$ cat config.mk
export PLATFORM = sky130hd
export DESIGN_NAME = uart_rx_param
export DESIGN_NICKNAME = d
export VERILOG_FILES = /design/src/rtl/uart_pkg.sv /design/src/rtl/uart_rx_fifo.sv /design/src/rtl/uart_rx_param.sv
export SDC_FILE = /design/constraint.sdc
export NUM_CORES = 1
export LEC_CHECK = 0
export CAP_MARGIN = 40
export CORE_UTILIZATION = 60
export CTS_BUF_LIST = sky130_fd_sc_hd__clkbuf_4 sky130_fd_sc_hd__clkbuf_8 sky130_fd_sc_hd__clkbuf_16
export CTS_CLUSTER_SIZE = 10
export DETAILED_ROUTE_END_ITERATION = 10
export PLACE_DENSITY = 0.8
export SKIP_CTS_REPAIR_TIMING = 1
export SLEW_MARGIN = 0
export SYNTH_ARGS = -nofsm -noshare
export SYNTH_HDL_FRONTEND = slang
export SYNTH_SLANG_ARGS = --single-unit
$ cat constraint.sdc
create_clock -name clk -period 5.72 [get_ports clk]
set_input_delay 0.858 -clock clk [delete_from_list [all_inputs] [get_ports clk]]
set_output_delay 0.858 -clock clk [all_outputs]
set_load 0.02 [all_outputs]
$ cat src/rtl/uart_pkg.sv
// Shared types, parity-mode constants and the parity helper for the
// parametrised UART receiver.
package uart_pkg;

    typedef enum logic [2:0] {
        S_IDLE   = 3'd0,
        S_START  = 3'd1,
        S_DATA   = 3'd2,
        S_PARITY = 3'd3,
        S_STOP   = 3'd4,
        S_BREAK  = 3'd5
    } rx_state_e;

    localparam logic [1:0] PARITY_NONE = 2'd0;
    localparam logic [1:0] PARITY_ODD  = 2'd1;
    localparam logic [1:0] PARITY_EVEN = 2'd2;

    // Widest legal data word; narrower words are zero-extended, which
    // leaves their XOR unchanged.
    localparam int MAX_DATA_BITS = 9;

    // Expected parity bit on the line for a given data word and mode.
    function automatic logic parity_bit(input logic [MAX_DATA_BITS-1:0] data,
                                        input logic [1:0]               mode);
        logic x;
        x = ^data;
        if (mode == PARITY_ODD) begin
            return ~x;
        end else begin
            return x;
        end
    endfunction

endpackage

$ cat src/rtl/uart_rx_fifo.sv
// Output FIFO of the UART receiver: circular buffer with registered storage,
// combinational head read and overrun detection on a full-without-pop push.
module uart_rx_fifo
    import uart_pkg::*;
#(
    parameter int WIDTH = 8,
    parameter int DEPTH = 4
) (
    input  logic             clk,
    input  logic             reset,
    input  logic             push,
    input  logic [WIDTH-1:0] push_data,
    output logic [WIDTH-1:0] m_data,
    output logic             m_valid,
    input  logic             m_ready,
    output logic             overrun
);

    localparam int PW = $clog2(DEPTH);
    localparam int CW = PW + 1;
    localparam logic [CW-1:0] FULL = CW'(DEPTH);

    logic [WIDTH-1:0] mem_q [DEPTH];
    logic [WIDTH-1:0] mem_d [DEPTH];
    logic [PW-1:0]    wr_ptr_q, wr_ptr_d;
    logic [PW-1:0]    rd_ptr_q, rd_ptr_d;
    logic [CW-1:0]    count_q, count_d;
    logic             valid_q, valid_d;
    logic             overrun_q, overrun_d;
    logic             pop_s, full_s, wr_s;

    assign pop_s   = valid_q & m_ready;
    assign full_s  = (count_q == FULL);
    assign m_data  = mem_q[rd_ptr_q];
    assign m_valid = valid_q;
    assign overrun = overrun_q;

    // Next-state for storage, pointers, occupancy and the overrun pulse.
    always_comb begin
        mem_d     = mem_q;
        wr_ptr_d  = wr_ptr_q;
        rd_ptr_d  = rd_ptr_q;
        wr_s      = 1'b0;
        // A pop in the same cycle frees the slot a full FIFO would refuse.
        if (push && (!full_s || pop_s)) begin
            mem_d[wr_ptr_q] = push_data;
            wr_ptr_d        = wr_ptr_q + PW'(1);
            wr_s            = 1'b1;
        end else begin
            wr_s = 1'b0;
        end
        if (pop_s) begin
            rd_ptr_d = rd_ptr_q + PW'(1);
        end else begin
            rd_ptr_d = rd_ptr_q;
        end
        case ({wr_s, pop_s})
            2'b10:   count_d = count_q + CW'(1);
            2'b01:   count_d = count_q - CW'(1);
            default: count_d = count_q;
        endcase
        valid_d   = (count_d != '0);
        overrun_d = push & full_s & ~pop_s;
    end

    // FIFO state registers with synchronous flush.
    always_ff @(posedge clk) begin
        if (reset) begin
            mem_q     <= '{default: '0};
            wr_ptr_q  <= '0;
            rd_ptr_q  <= '0;
            count_q   <= '0;
            valid_q   <= 1'b0;
            overrun_q <= 1'b0;
        end else begin
            mem_q     <= mem_d;
            wr_ptr_q  <= wr_ptr_d;
            rd_ptr_q  <= rd_ptr_d;
            count_q   <= count_d;
            valid_q   <= valid_d;
            overrun_q <= overrun_d;
        end
    end

endmodule

$ cat src/rtl/uart_rx_param.sv
// Parametrised oversampling UART receiver: 2-FF synchroniser, 3-sample
// majority voter, framing FSM and an output FIFO on a valid/ready stream.
module uart_rx_param
    import uart_pkg::*;
#(
    parameter int DATA_BITS  = 8,
    parameter int PARITY     = 0,
    parameter int STOP_BITS  = 1,
    parameter int OVERSAMPLE = 16,
    parameter int FIFO_DEPTH = 4
) (
    input  logic                 clk,
    input  logic                 reset,
    input  logic                 baud_tick,
    input  logic                 rx,
    output logic [DATA_BITS-1:0] m_data,
    output logic                 m_valid,
    input  logic                 m_ready,
    output logic                 frame_err,
    output logic                 parity_err,
    output logic                 overrun,
    output logic                 busy
);

    localparam int TW = $clog2(OVERSAMPLE);
    localparam logic [TW-1:0] MID_M1 = TW'(OVERSAMPLE / 2 - 1);
    localparam logic [TW-1:0] MID    = TW'(OVERSAMPLE / 2);
    localparam logic [TW-1:0] MID_P1 = TW'(OVERSAMPLE / 2 + 1);
    localparam logic [TW-1:0] LAST   = TW'(OVERSAMPLE - 1);
    localparam logic [3:0] DATA_LAST = 4'(DATA_BITS - 1);
    localparam logic [3:0] STOP_LAST = 4'(STOP_BITS - 1);
    localparam logic [1:0] PAR_MODE  = 2'(PARITY);

    logic                 sync1_q, sync2_q, rx_s;
    rx_state_e            state_q, state_d;
    logic [TW-1:0]        tick_cnt_q, tick_cnt_d;
    logic [3:0]           bit_idx_q, bit_idx_d;
    logic [1:0]           vote_q, vote_d;
    logic [DATA_BITS-1:0] shift_q, shift_d;
    logic                 par_err_q, par_err_d;
    logic                 frame_err_q, frame_err_d;
    logic                 parity_err_q, parity_err_d;
    logic                 busy_q, busy_d;
    logic                 push_s, voted_s, dec_s, end_s;

    assign rx_s    = sync2_q;
    assign voted_s = (vote_q[0] & vote_q[1]) | (vote_q[0] & rx_s) | (vote_q[1] & rx_s);
    assign dec_s   = (tick_cnt_q == MID_P1);
    assign end_s   = (tick_cnt_q == LAST);

    assign frame_err  = frame_err_q;
    assign parity_err = parity_err_q;
    assign busy       = busy_q;

    // Two-flop synchroniser for the asynchronous serial line (idles high).
    always_ff @(posedge clk) begin
        if (reset) begin
            sync1_q <= 1'b1;
            sync2_q <= 1'b1;
        end else begin
            sync1_q <= rx;
            sync2_q <= sync1_q;
        end
    end

    // Framing FSM, tick counter and voter; everything advances on baud ticks.
    always_comb begin
        state_d      = state_q;
        tick_cnt_d   = tick_cnt_q;
        bit_idx_d    = bit_idx_q;
        vote_d       = vote_q;
        shift_d      = shift_q;
        par_err_d    = par_err_q;
        frame_err_d  = 1'b0;
        parity_err_d = 1'b0;
        push_s       = 1'b0;
        if (baud_tick) begin
            if (state_q == S_IDLE || state_q == S_BREAK) begin
                tick_cnt_d = tick_cnt_q;
            end else if (end_s) begin
                tick_cnt_d = '0;
            end else begin
                tick_cnt_d = tick_cnt_q + TW'(1);
            end
            if (tick_cnt_q == MID_M1) begin
                vote_d = {vote_q[1], rx_s};
            end else if (tick_cnt_q == MID) begin
                vote_d = {rx_s, vote_q[0]};
            end else begin
                vote_d = vote_q;
            end
            case (state_q)
                S_IDLE: begin
                    if (!rx_s) begin
                        state_d    = S_START;
                        tick_cnt_d = '0;
                        par_err_d  = 1'b0;
                    end else begin
                        state_d = S_IDLE;
                    end
                end
                S_START: begin
                    // A start edge that does not survive the vote is noise.
                    if (dec_s && voted_s) begin
                        state_d = S_IDLE;
                    end else if (end_s) begin
                        state_d   = S_DATA;
                        bit_idx_d = '0;
                    end else begin
                        state_d = S_START;
                    end
                end
                S_DATA: begin
                    if (dec_s) begin
                        shift_d = {voted_s, shift_q[DATA_BITS-1:1]};
                    end else begin
                        shift_d = shift_q;
                    end
                    if (end_s && bit_idx_q == DATA_LAST) begin
                        state_d   = (PAR_MODE != PARITY_NONE) ? S_PARITY : S_STOP;
                        bit_idx_d = '0;
                    end else if (end_s) begin
                        bit_idx_d = bit_idx_q + 4'd1;
                    end else begin
                        bit_idx_d = bit_idx_q;
                    end
                end
                S_PARITY: begin
                    if (dec_s) begin
                        par_err_d = (voted_s != parity_bit(9'(shift_q), PAR_MODE));
                    end else begin
                        par_err_d = par_err_q;
                    end
                    if (end_s) begin
                        state_d   = S_STOP;
                        bit_idx_d = '0;
                    end else begin
                        state_d = S_PARITY;
                    end
                end
                S_STOP: begin
                    // Leave mid-stop so the next start edge is never missed.
                    if (dec_s && !voted_s) begin
                        frame_err_d = 1'b1;
                        state_d     = S_BREAK;
                    end else if (dec_s && bit_idx_q == STOP_LAST) begin
                        if (par_err_q) begin
                            parity_err_d = 1'b1;
                        end else begin
                            push_s = 1'b1;
                        end
                        state_d = S_IDLE;
                    end else if (end_s) begin
                        bit_idx_d = bit_idx_q + 4'd1;
                    end else begin
                        state_d = S_STOP;
                    end
                end
                S_BREAK: begin
                    if (rx_s) begin
                        state_d = S_IDLE;
                    end else begin
                        state_d = S_BREAK;
                    end
                end
                default: begin
                    state_d = S_IDLE;
                end
            endcase
        end else begin
            state_d = state_q;
        end
        busy_d = (state_d != S_IDLE);
    end

    // FSM state, datapath and registered status outputs.
    always_ff @(posedge clk) begin
        if (reset) begin
            state_q      <= S_IDLE;
            tick_cnt_q   <= '0;
            bit_idx_q    <= '0;
            vote_q       <= 2'b11;
            shift_q      <= '0;
            par_err_q    <= 1'b0;
            frame_err_q  <= 1'b0;
            parity_err_q <= 1'b0;
            busy_q       <= 1'b0;
        end else begin
            state_q      <= state_d;
            tick_cnt_q   <= tick_cnt_d;
            bit_idx_q    <= bit_idx_d;
            vote_q       <= vote_d;
            shift_q      <= shift_d;
            par_err_q    <= par_err_d;
            frame_err_q  <= frame_err_d;
            parity_err_q <= parity_err_d;
            busy_q       <= busy_d;
        end
    end

    uart_rx_fifo #(
        .WIDTH (DATA_BITS),
        .DEPTH (FIFO_DEPTH)
    ) u_fifo (
        .clk       (clk),
        .reset     (reset),
        .push      (push_s),
        .push_data (shift_q),
        .m_data    (m_data),
        .m_valid   (m_valid),
        .m_ready   (m_ready),
        .overrun   (overrun)
    );

endmodule

==> summary.md, run 1 <==
| Metric | Value |
|---|---|
| Run status | completed |
| Seq pwr share | 0.508 |
| Mean Syn Cell Area | 8.68 um2 |
| Clock latency on the worst-skew pair | 340 ps |
| Worst IR Drop VDD | 332 uV |
| RSZ-0062 raised after global routing | no |
| Post-synth EDFFs | 0 |
| Comb power frac | 0.033 |
| Reg2reg start | state_q[2] |
| Post-synthesis cell type count | 49 |
| Total number of vias | 2,534 |
| N_diodes | 0 |
| Final Cell Area | 0.00361 mm2 |
| Sw Pwr | 0.210 mW |
| Synthesis-stage register bit count | 68 |
| Drt wl/cell | 14.9 um |
| Site Rows | 26 |
| Core area | 0.00514 mm2 |
| CTS tree | built |
| DRC Markers | 0 |
| Final core utilization | 0.702 |
| Number of detailed-route iterations in the first pass | 4 |
| Layout cell share with drive strength beyond 1 | 0.0945 |
| Fin. Hold Viols | 0 |
| Synth warn | 0 |
| DIE WIDTH | 75.4 um |
| Die area | 0.00568 mm2 |
| Synthesized Nets | 387 |
| Worst-margin pin slew | 708 ps |
| Routability cong. | 0.831 |
| Setup TNS | 0 ps |
| LEAKAGE | 1.23 nW |
| Synthesis-to-finish area growth | 11.6% |
| Iter 0 DRT Violations | 229 |
| Synthesized cell area | 0.00323 mm2 |
| GRT Resource Usage Total | 0.260 |
| Slew Viols, Final | 0 |
| CTS sink count | 68 |
| Layout Nets | 391 |
| Main flop type after synthesis | dfxtp_1 |
| Largest net degree at the start of global routing | 52 |
| Final Worst Setup Slack | 2540 ps |
| Pwr/cell area | 263 mW/mm2 |
| H-tree levels | 3 |
| Routed Antenna Nets | 0 |
| Drt via density | 5.62 |
| Slowest cell on the critical path | clkdlybuf4s50_1 |
| Clock Power Share | 0.459 |
| Total power | 0.948 mW |
| CP cell instances | clkdlybuf4s50_1 > and4bb_1 > nand4_2 > o21ai_0 > inv_1 > fa_1 > nand3b_1 > o211ai_1 > a41oi_1 |
| Fin crit period | 3180 ps |
| Max cap viols | 0 |
| Async set or reset register ratio after synthesis | 0 |
| Mapped Cells | 372 |
| Switching Fraction | 0.221 |
| Worst-path clk slew | 70 ps |
| Crit path launch | baud_tick |
| Worst min-delay path class | reg -> reg |
| IO Count | 18 |
| Pre-CTS WS | 2230 ps |
| Root buf cell | clkbuf_8 |
| WL final | 6740 um |
| Worst rel slew slack | 0.525 |
| Worst clock skew | 9.84 ps |
| Initial antenna violation count | 0 |
| Total CTS buffers | 9 |
| First-pass GRT wire length | 10,900 um |
| Setup violations, final | 0 |
| Crit path launch type | input pin |
| Die Y | 75.4 um |
| Crit path capture type | register |
| CTS Buffer Depth | 2 |
| Remaining global-route overflow | 0 |
| IO Port Bufs | 17 |
| Placed inst area | 0.00339 mm2 |
| Critical Path Fanout Max | 13 |
| DPL Wire Length | 4510 um |
| Period Utilization, post-route | 0.556 |
| Fmax | 314 MHz |
| Critical path class | in -> reg |
| Pint | 0.739 mW |
| Worst hold start | sync1_q |
| Seq/Total Area, Yosys | 0.421 |
| Worst Path Arrival | 3440 ps |
| Max incr delay on CP | 700 ps |
| Vias in the first global route | 2,331 |
| WP data required | 5980 ps |
| Initial core utilization | 0.629 |
[final timing paths]
check / end / slack [ps] / cells past startpoint
worst min register to register: rx_s / 410 / 1
worst max register to register: u_fifo.m_valid / 3100 / 8
worst max-delay path: u_fifo.m_valid / 2540 / 9
worst min-delay path: rx_s / 410 / 1
[cell families after synthesis]
logic type / synth area share
AND/OR/NAND/NOR: 0.224
AO/OA/AOI/OAI: 0.115
flip-flops: 0.421
XOR/XNOR: 0.0515
buffers and inverters: 0.0538
adder cells (fa/ha/maj): 0.0445
multiplexers: 0.0899
[per-layer routing]
metal  vias to the layer above  part of all wire  global-route usage
li1                       1265                 -                   -
met1                      1196              0.47               0.356
met2                        63              0.48               0.403
met3                        10             0.037              0.0569
met4                         0             0.014               0.105
met5                         -                 0                   0
[Yosys cell counts (4+ instances only)]
library cell	number	area [um2]
nand2_1	79	297
mux4_2	8	180
o21ai_0	7	35.0
ha_1	9	113
dfxtp_1	68	1360
buf_4	5	37.5
clkbuf_1	14	52.6
and2_1	5	31.3
a21oi_1	40	200
o22ai_1	4	25.0
xnor2_1	14	123
xor2_1	5	43.8
nor2_1	31	116
inv_1	15	56.3
nor3_1	6	30.0
mux2i_1	11	110
nand3_1	4	20.0
[flip-flops by register name, summed over array words and instances (netlist names), 2 cells and up]
register         cells
u_fifo.rd_ptr_q      2
u_fifo.mem_q        32
u_fifo.wr_ptr_q      2
tick_cnt_q           4
vote_q               2
shift_q              8
u_fifo.count_q       3
bit_idx_q            4
state_q              3
[metrics by stage]
stage / std cells / hold WS [ps]
3_5_place_dp: 435 / 397
3_3_place_gp: 434 / 393
5_1_grt: 451 / 422
6_report: 451 / 415
2_1_floorplan: 372 / 389
4_1_cts: 451 / 417
[layout by cell type, fill, tap and decap left out, drive strengths merged, types with 3 or more instances in the layout]
cell	count
a21oi	40
nor3	6
inv	15
and2	5
or2	3
dfxtp	68
o31ai	3
a31oi	3
xor2	5
xnor2	14
nor2	31
mux4	8
clkbuf	10
mux2i	11
o22ai	4
ha	9
clkdlybuf4s50	16
o21ai	8
nand3	4
nand2	79
[power groups by stage]
stage                     clock [mW]  combinational [mW]  sequential (mW)
after floorplan                    0              0.0240            0.490
after global routing           0.461              0.0347            0.482
after detailed placement           0              0.0312            0.493
after CTS                      0.440              0.0313            0.482
final                          0.435              0.0317            0.482
after global placement             0              0.0293            0.492
[worst max-delay path, delay by kind of cell]
kind,cells,cell delay (ps)
simple gates,3,540
buf+inv,2,810
compound gates,3,680
fa+ha+maj,1,550
[layout make-up]
| class | count | area [um2] |
|---|---|---|
| tap | 70 | 87.6 |
| fill | 427 | 1530 |
| sequential | 68 | 1360 |
| multi-input combinational | 264 | 1700 |
| clock inverter | 6 | 88.8 |
| clock buffer | 10 | 131 |
| inverter | 15 | 56.3 |
| timing repair buffer | 18 | 185 |
Power figures use the tool's default switching activity.
==> inputs of run 2 (changes only) <==
--- a/config.mk
+++ b/config.mk
@@ -6,11 +6,11 @@
 export NUM_CORES = 1
 export LEC_CHECK = 0
 export CAP_MARGIN = 40
-export CORE_UTILIZATION = 60
+export CORE_UTILIZATION = 53
 export CTS_BUF_LIST = sky130_fd_sc_hd__clkbuf_4 sky130_fd_sc_hd__clkbuf_8 sky130_fd_sc_hd__clkbuf_16
 export CTS_CLUSTER_SIZE = 10
 export DETAILED_ROUTE_END_ITERATION = 10
-export PLACE_DENSITY = 0.8
+export PLACE_DENSITY = 0.75
 export SKIP_CTS_REPAIR_TIMING = 1
 export SLEW_MARGIN = 0
 export SYNTH_ARGS = -nofsm -noshare
==> constraint.sdc (replaced) <==
create_clock -name clk -period 2.9 [get_ports clk]
set_input_delay 0.435 -clock clk [delete_from_list [all_inputs] [get_ports clk]]
set_output_delay 0.435 -clock clk [all_outputs]
set_load 0.02 [all_outputs]
==> run 2 against run 1 <==
Net effect: design area grew 1.7%; cell count is 2.2% higher; via count grew 0.24%; clock power up 120%; wire length is 3.5% lower; first-iteration DRC count down 4.4%; register-to-register slack worse by 2600 ps; clock skew fell by 0.92 ps; die area rose by 13%; largest power group is now clock.
==> summary.md, run 2 (synthesis gave the netlist of run 1 again) <==
| Metric | Value |
|---|---|
| Run status | completed |
| Sw Pwr | 0.406 mW |
| Crit-path leading delay family | buffers and inverters |
| Worst rel slew slack | 0.499 |
| CP cell instances | buf_4 > mux4_2 > clkdlybuf4s50_1 |
| Most frequent cells in the layout | 79 x nand2_1, 68 x dfxtp_1, 40 x a21oi_1 |
| DIE WIDTH | 80.1 um |
| Layout Nets | 396 |
| Largest net degree at the start of global routing | 36 |
| Critical Path Fanout Max | 8 |
| RR Endpoint | u_fifo.m_valid |
| N_diodes | 0 |
| Reg2reg start | bit_idx_q[0] |
| Cells after DPL | 445 |
| H-tree levels | 3 |
| Switching Fraction | 0.207 |
| IO Port Bufs | 17 |
| Remaining global-route overflow | 0 |
| Crit path launch | u_fifo.rd_ptr_q[0] |
| CTS sink count | 68 |
| Worst Path Arrival | 2040 ps |
| Final Worst Setup Slack | 429 ps |
| Buf/Inv on CP | 2 |
| Fin. Hold Viols | 0 |
| Iter 0 DRT Violations | 219 |
| GRT Resource Usage Total | 0.228 |
| Worst-margin pin slew | 746 ps |
| CP endpoint | m_data[1] |
| Site Rows | 28 |
| Worst reg2reg path depth | 10 |
| Layout cell share with drive strength beyond 1 | 0.106 |
| Final core utilization | 0.623 |
| Worst IR Drop VDD | 287 uV |
| CTS Buffer Depth | 2 |
| DPL Wire Length | 4470 um |
| Critical path class | reg -> out |
| Die area | 0.00641 mm2 |
| Number of detailed-route iterations in the first pass | 4 |
| Setup violations, final | 0 |
| Total number of vias | 2,540 |
| Crit path launch type | register |
| Comb power frac | 0.034 |
| Period Utilization, post-route | 0.852 |
| Drt via density | 5.51 |
| Reg with most FFs | u_fifo.mem_q |
| WHS Path Cells | 1 |
| Non-filler cells, final | 461 |
| Initial antenna violation count | 0 |
| Commonest non-fill, non-tap cell in the layout | nand2_1 |
| Slowest cell on the critical path | clkdlybuf4s50_1 |
| Worst min-delay path class | reg -> reg |
| Max cap viols | 0 |
| WL final | 6500 um |
| Synthesis-to-finish area growth | 13.5% |
| Core area | 0.00589 mm2 |
| Worst reg-to-reg setup slack | 480 ps |
| Largest register FFs | 32 |
| Pre-CTS WS | 202 ps |
| Drt wl/cell | 14.1 um |
| RSZ-0062 raised after global routing | no |
| Vias in the first global route | 2,398 |
| Initial core utilization | 0.549 |
| First-pass GRT wire length | 11,200 um |
| Pint | 1.56 mW |
| Crit path capture type | primary output |
| Seq pwr share | 0.482 |
| Total stage count of the critical path | 3 |
| Largest registers | u_fifo.mem_q: 32 flops, shift_q: 8 flops |
| Clock Power Share | 0.484 |
| Pwr/cell area | 536 mW/mm2 |
| Routability cong. | 0.847 |
| LEAKAGE | 1.27 nW |
| Fin crit period | 2470 ps |
| Die Y | 80.1 um |
| Clock latency on the worst-skew pair | 340 ps |
| Worst-path clk slew | 70 ps |
| Routed Antenna Nets | 0 |
| IO Count | 18 |
| Total CTS buffers | 9 |
| Max incr delay on CP | 550 ps |
| Root buf cell | clkbuf_8 |
| Worst clock skew | 8.92 ps |
| WP data required | 2470 ps |
| Slew Viols, Final | 0 |
| CTS tree | built |
| Setup TNS | 0 ps |
| Fmax | 405 MHz |
| Total power | 1.96 mW |
| DRC Markers | 0 |
run 2: layout make-up:
cell class / count / area [um2]
Clock buffer: 10 / 138
Clock inverter: 6 / 111
Fill cell: 507 / 2220
Inverter: 15 / 56.3
Multi-Input combinational cell: 264 / 1700
Sequential cell: 68 / 1360
Tap cell: 75 / 93.8
Timing Repair Buffer: 23 / 210
run 2: power groups by stage:
stage               Clock, mW  Combinational [mW]  Sequential (mW)
floorplan                   0              0.0474            0.967
global placement            0              0.0648            0.968
detailed placement          0              0.0662            0.968
CTS                     0.970              0.0667            0.946
global route             1.01              0.0746            0.948
finish                  0.951              0.0668            0.947
run 2: per-layer routing:
metal | vias to the layer above | GRT usage | routed length [um]
met5 | - | 0 | 0
met1 | 1180 | 0.307 | 3120
met4 | 0 | 0.111 | 146
li1 | 1282 | - | -
met3 | 12 | 0.0398 | 309
met2 | 66 | 0.353 | 2930
run 2: how the worst min path moves through the flow:
stage	slack (ps)	start	endpoint
final	410	sync1_q	rx_s
after detailed placement	400	sync1_q	rx_s
after floorplan	390	sync1_q	rx_s
after global placement	400	sync1_q	rx_s
after global routing	420	sync1_q	rx_s
after CTS	420	sync1_q	rx_s
run 2: worst reg2reg max path, cell delays in order, from the launching register on:
cell	delay (ps)
dfxtp_1	350
inv_1	70
ha_1	140
nor3b_2	290
nand4_2	190
o21ai_0	250
inv_1	80
fa_1	490
nand3b_1	190
o211ai_1	100
a41oi_1	130
run 2: through the flow:
stage	area, um2	hold slack, ps
finish	3670	411
CTS	3670	416
detailed placement	3420	399
global route	3670	422
floorplan	3230	389
global placement	3420	396
==> inputs of run 3 (changes only) <==
--- a/config.mk
+++ b/config.mk
@@ -11,6 +11,7 @@
 export CTS_CLUSTER_SIZE = 10
 export DETAILED_ROUTE_END_ITERATION = 10
 export PLACE_DENSITY = 0.75
+export RECOVER_POWER = 25
 export SKIP_CTS_REPAIR_TIMING = 1
 export SLEW_MARGIN = 0
 export SYNTH_ARGS = -nofsm -noshare
==> run 3 against run 2 <==
Net effect: the run now ends with max-capacitance violations left; critical path depth up 7; die area unchanged; sequential share of layout area about the same; wire length up 0.54%; first-iteration DRC count up 4.6%; sequential cell count unchanged; design area down 0.10%; non-clock buffer count unchanged; setup slack better by 3.0 ps; sequential power about the same; critical endpoint is now u_fifo.m_valid.
==> summary.md, run 3 (synthesis gave the netlist of run 1 again) <==
| Metric | Value |
|---|---|
| Worst clock skew | 9.80 ps |
| CTS sink count | 68 |
| Synthesis-to-finish area growth | 13.4% |
| Core area | 0.00589 mm2 |
| Crit-path leading delay family | simple AND/OR/NAND/NOR gates |
| Hold_ws | 411 ps |
| Layout cell share with drive strength beyond 1 | 0.104 |
| IO Count | 18 |
| Die area | 0.00641 mm2 |
| DIE WIDTH | 80.1 um |
| Layout Nets | 396 |
| Fin. Hold Viols | 0 |
| Uppermost layer routed | met4 |
| Pwr/cell area | 536 mW/mm2 |
| DRC Markers | 0 |
| WL final | 6540 um |
| Crit path launch type | register |
| LEAKAGE | 1.28 nW |
| Site Rows | 28 |
| WHS Path Cells | 1 |
| CTS tree | built |
| Worst rel slew slack | 0.00620 |
| Routed Antenna Nets | 0 |
| Met3 WL | 212 um |
| Slew Viols, Final | 0 |
| CP most frequent cell | inv_1 |
| Reg2reg start | bit_idx_q[0] |
| Fmax | 405 MHz |
| Run status | complete, but fails checks |
| Reg with most FFs | u_fifo.mem_q |
| Vias in the first global route | 2,398 |
| Largest registers | u_fifo.mem_q: 32 flops, shift_q: 8 flops |
| Period Utilization, post-route | 0.851 |
| Max cap viols | 1 |
| DPL Wire Length | 4470 um |
| Worst reg2reg path depth | 10 |
| Buf/Inv on CP | 2 |
| Most frequent cells in the layout | 79 x nand2_1, 68 x dfxtp_1, 40 x a21oi_1 |
| Routability cong. | 0.847 |
| H-tree levels | 3 |
| Setup TNS | 0 ps |
| First-pass GRT wire length | 11,200 um |
| RSZ-0062 raised after global routing | no |
| WP data required | 3040 ps |
| Failing checks | max-capacitance violations |
| Die Y | 80.1 um |
| Total power | 1.96 mW |
| Initial core utilization | 0.549 |
| Worst reg-to-reg setup slack | 430 ps |
| Max incr delay on CP | 490 ps |
| Worst-margin pin slew | 1490 ps |
| Initial antenna violation count | 0 |
| Iter 0 DRT Violations | 229 |
| Setup violations, final | 0 |
| CP cell instances | inv_1 > ha_1 > nor3b_2 > nand4_2 > o21ai_0 > inv_1 > fa_1 > nand3b_1 > o211ai_1 > a41oi_1 |
| Worst hold start | sync1_q |
| Clock latency on the worst-skew pair | 340 ps |
| Drt wl/cell | 14.2 um |
| WL met2 | 3000 um |
| Critical path class | reg -> reg |
| Worst min-delay path endpoint | rx_s |
| Worst IR Drop VDD | 286 uV |
| Metal-1 WL | 3180 um |
| Worst Path Arrival | 2610 ps |
| Total CTS buffers | 9 |
| Largest net degree at the start of global routing | 36 |
| Remaining global-route overflow | 0 |
| Crit path capture type | register |
| Total number of vias | 2,545 |
| Worst min-delay path class | reg -> reg |
| N_diodes | 0 |
| Number of detailed-route iterations in the first pass | 5 |
| Drt via density | 5.52 |
| CTS Buffer Depth | 2 |
| Critical Path Fanout Max | 4 |
| Root buf cell | clkbuf_8 |
| Slowest cell on the critical path | fa_1 |
| IO Port Bufs | 17 |
| Worst-path clk slew | 70 ps |
| Largest register FFs | 32 |
| Commonest non-fill, non-tap cell in the layout | nand2_1 |
| RR Endpoint | u_fifo.m_valid |
| GRT Resource Usage Total | 0.228 |
| Fin crit period | 2470 ps |
run 3: changes by cell type in the layout (fill, tap and decap cells not counted), sizes merged:
cell and change:
buf -2, clkbuf +2, clkdlybuf4s50 -5, dlygate4sd3 +5
run 3: worst max path at each step:
stage                             startpoint              to  slack [ps]  cells after the start
final                           bit_idx_q[0]  u_fifo.m_valid         430                     10
after CTS                 u_fifo.rd_ptr_q[0]       m_data[1]         420                      3
after floorplan                tick_cnt_q[0]  u_fifo.m_valid         680                      9
after global routing            bit_idx_q[0]  u_fifo.m_valid         230                     10
after detailed placement           baud_tick  u_fifo.m_valid         200                      9
after global placement             baud_tick  u_fifo.m_valid         270                      9
run 3: final cells by class:
class                      count  area (um2)
fill                         509        2220
multi-input combinational    264        1700
sequential                    68        1360
timing repair buffer          23         206
clock buffer                  10         138
clock inverter                 6         111
tap                           75        93.8
inverter                      15        56.3
run 3: layer usage:
| metal | GRT usage | up-vias |
|---|---|---|
| met1 | 0.307 | 1206 |
| met2 | 0.353 | 49 |
| met4 | 0.111 | 0 |
| met5 | 0 | - |
| li1 | - | 1278 |
| met3 | 0.0398 | 12 |
run 3: where the power goes:
group | leakage, nW | internal, mW | switching [mW]
clock network | 0.122 | 0.594 | 0.356
logic | 0.609 | 0.0233 | 0.0426
registers | 0.549 | 0.939 | 0.00721
total | 1.28 | 1.56 | 0.406
run 3: per-stage QoR:
step,setup WS (ps),instance area (um2),util,instances
finish,432,3660,0.622,461
global route,225,3660,0.622,461
CTS,421,3670,0.623,461
detailed placement,202,3420,0.581,445
global placement,268,3420,0.581,445
floorplan,676,3230,-,372
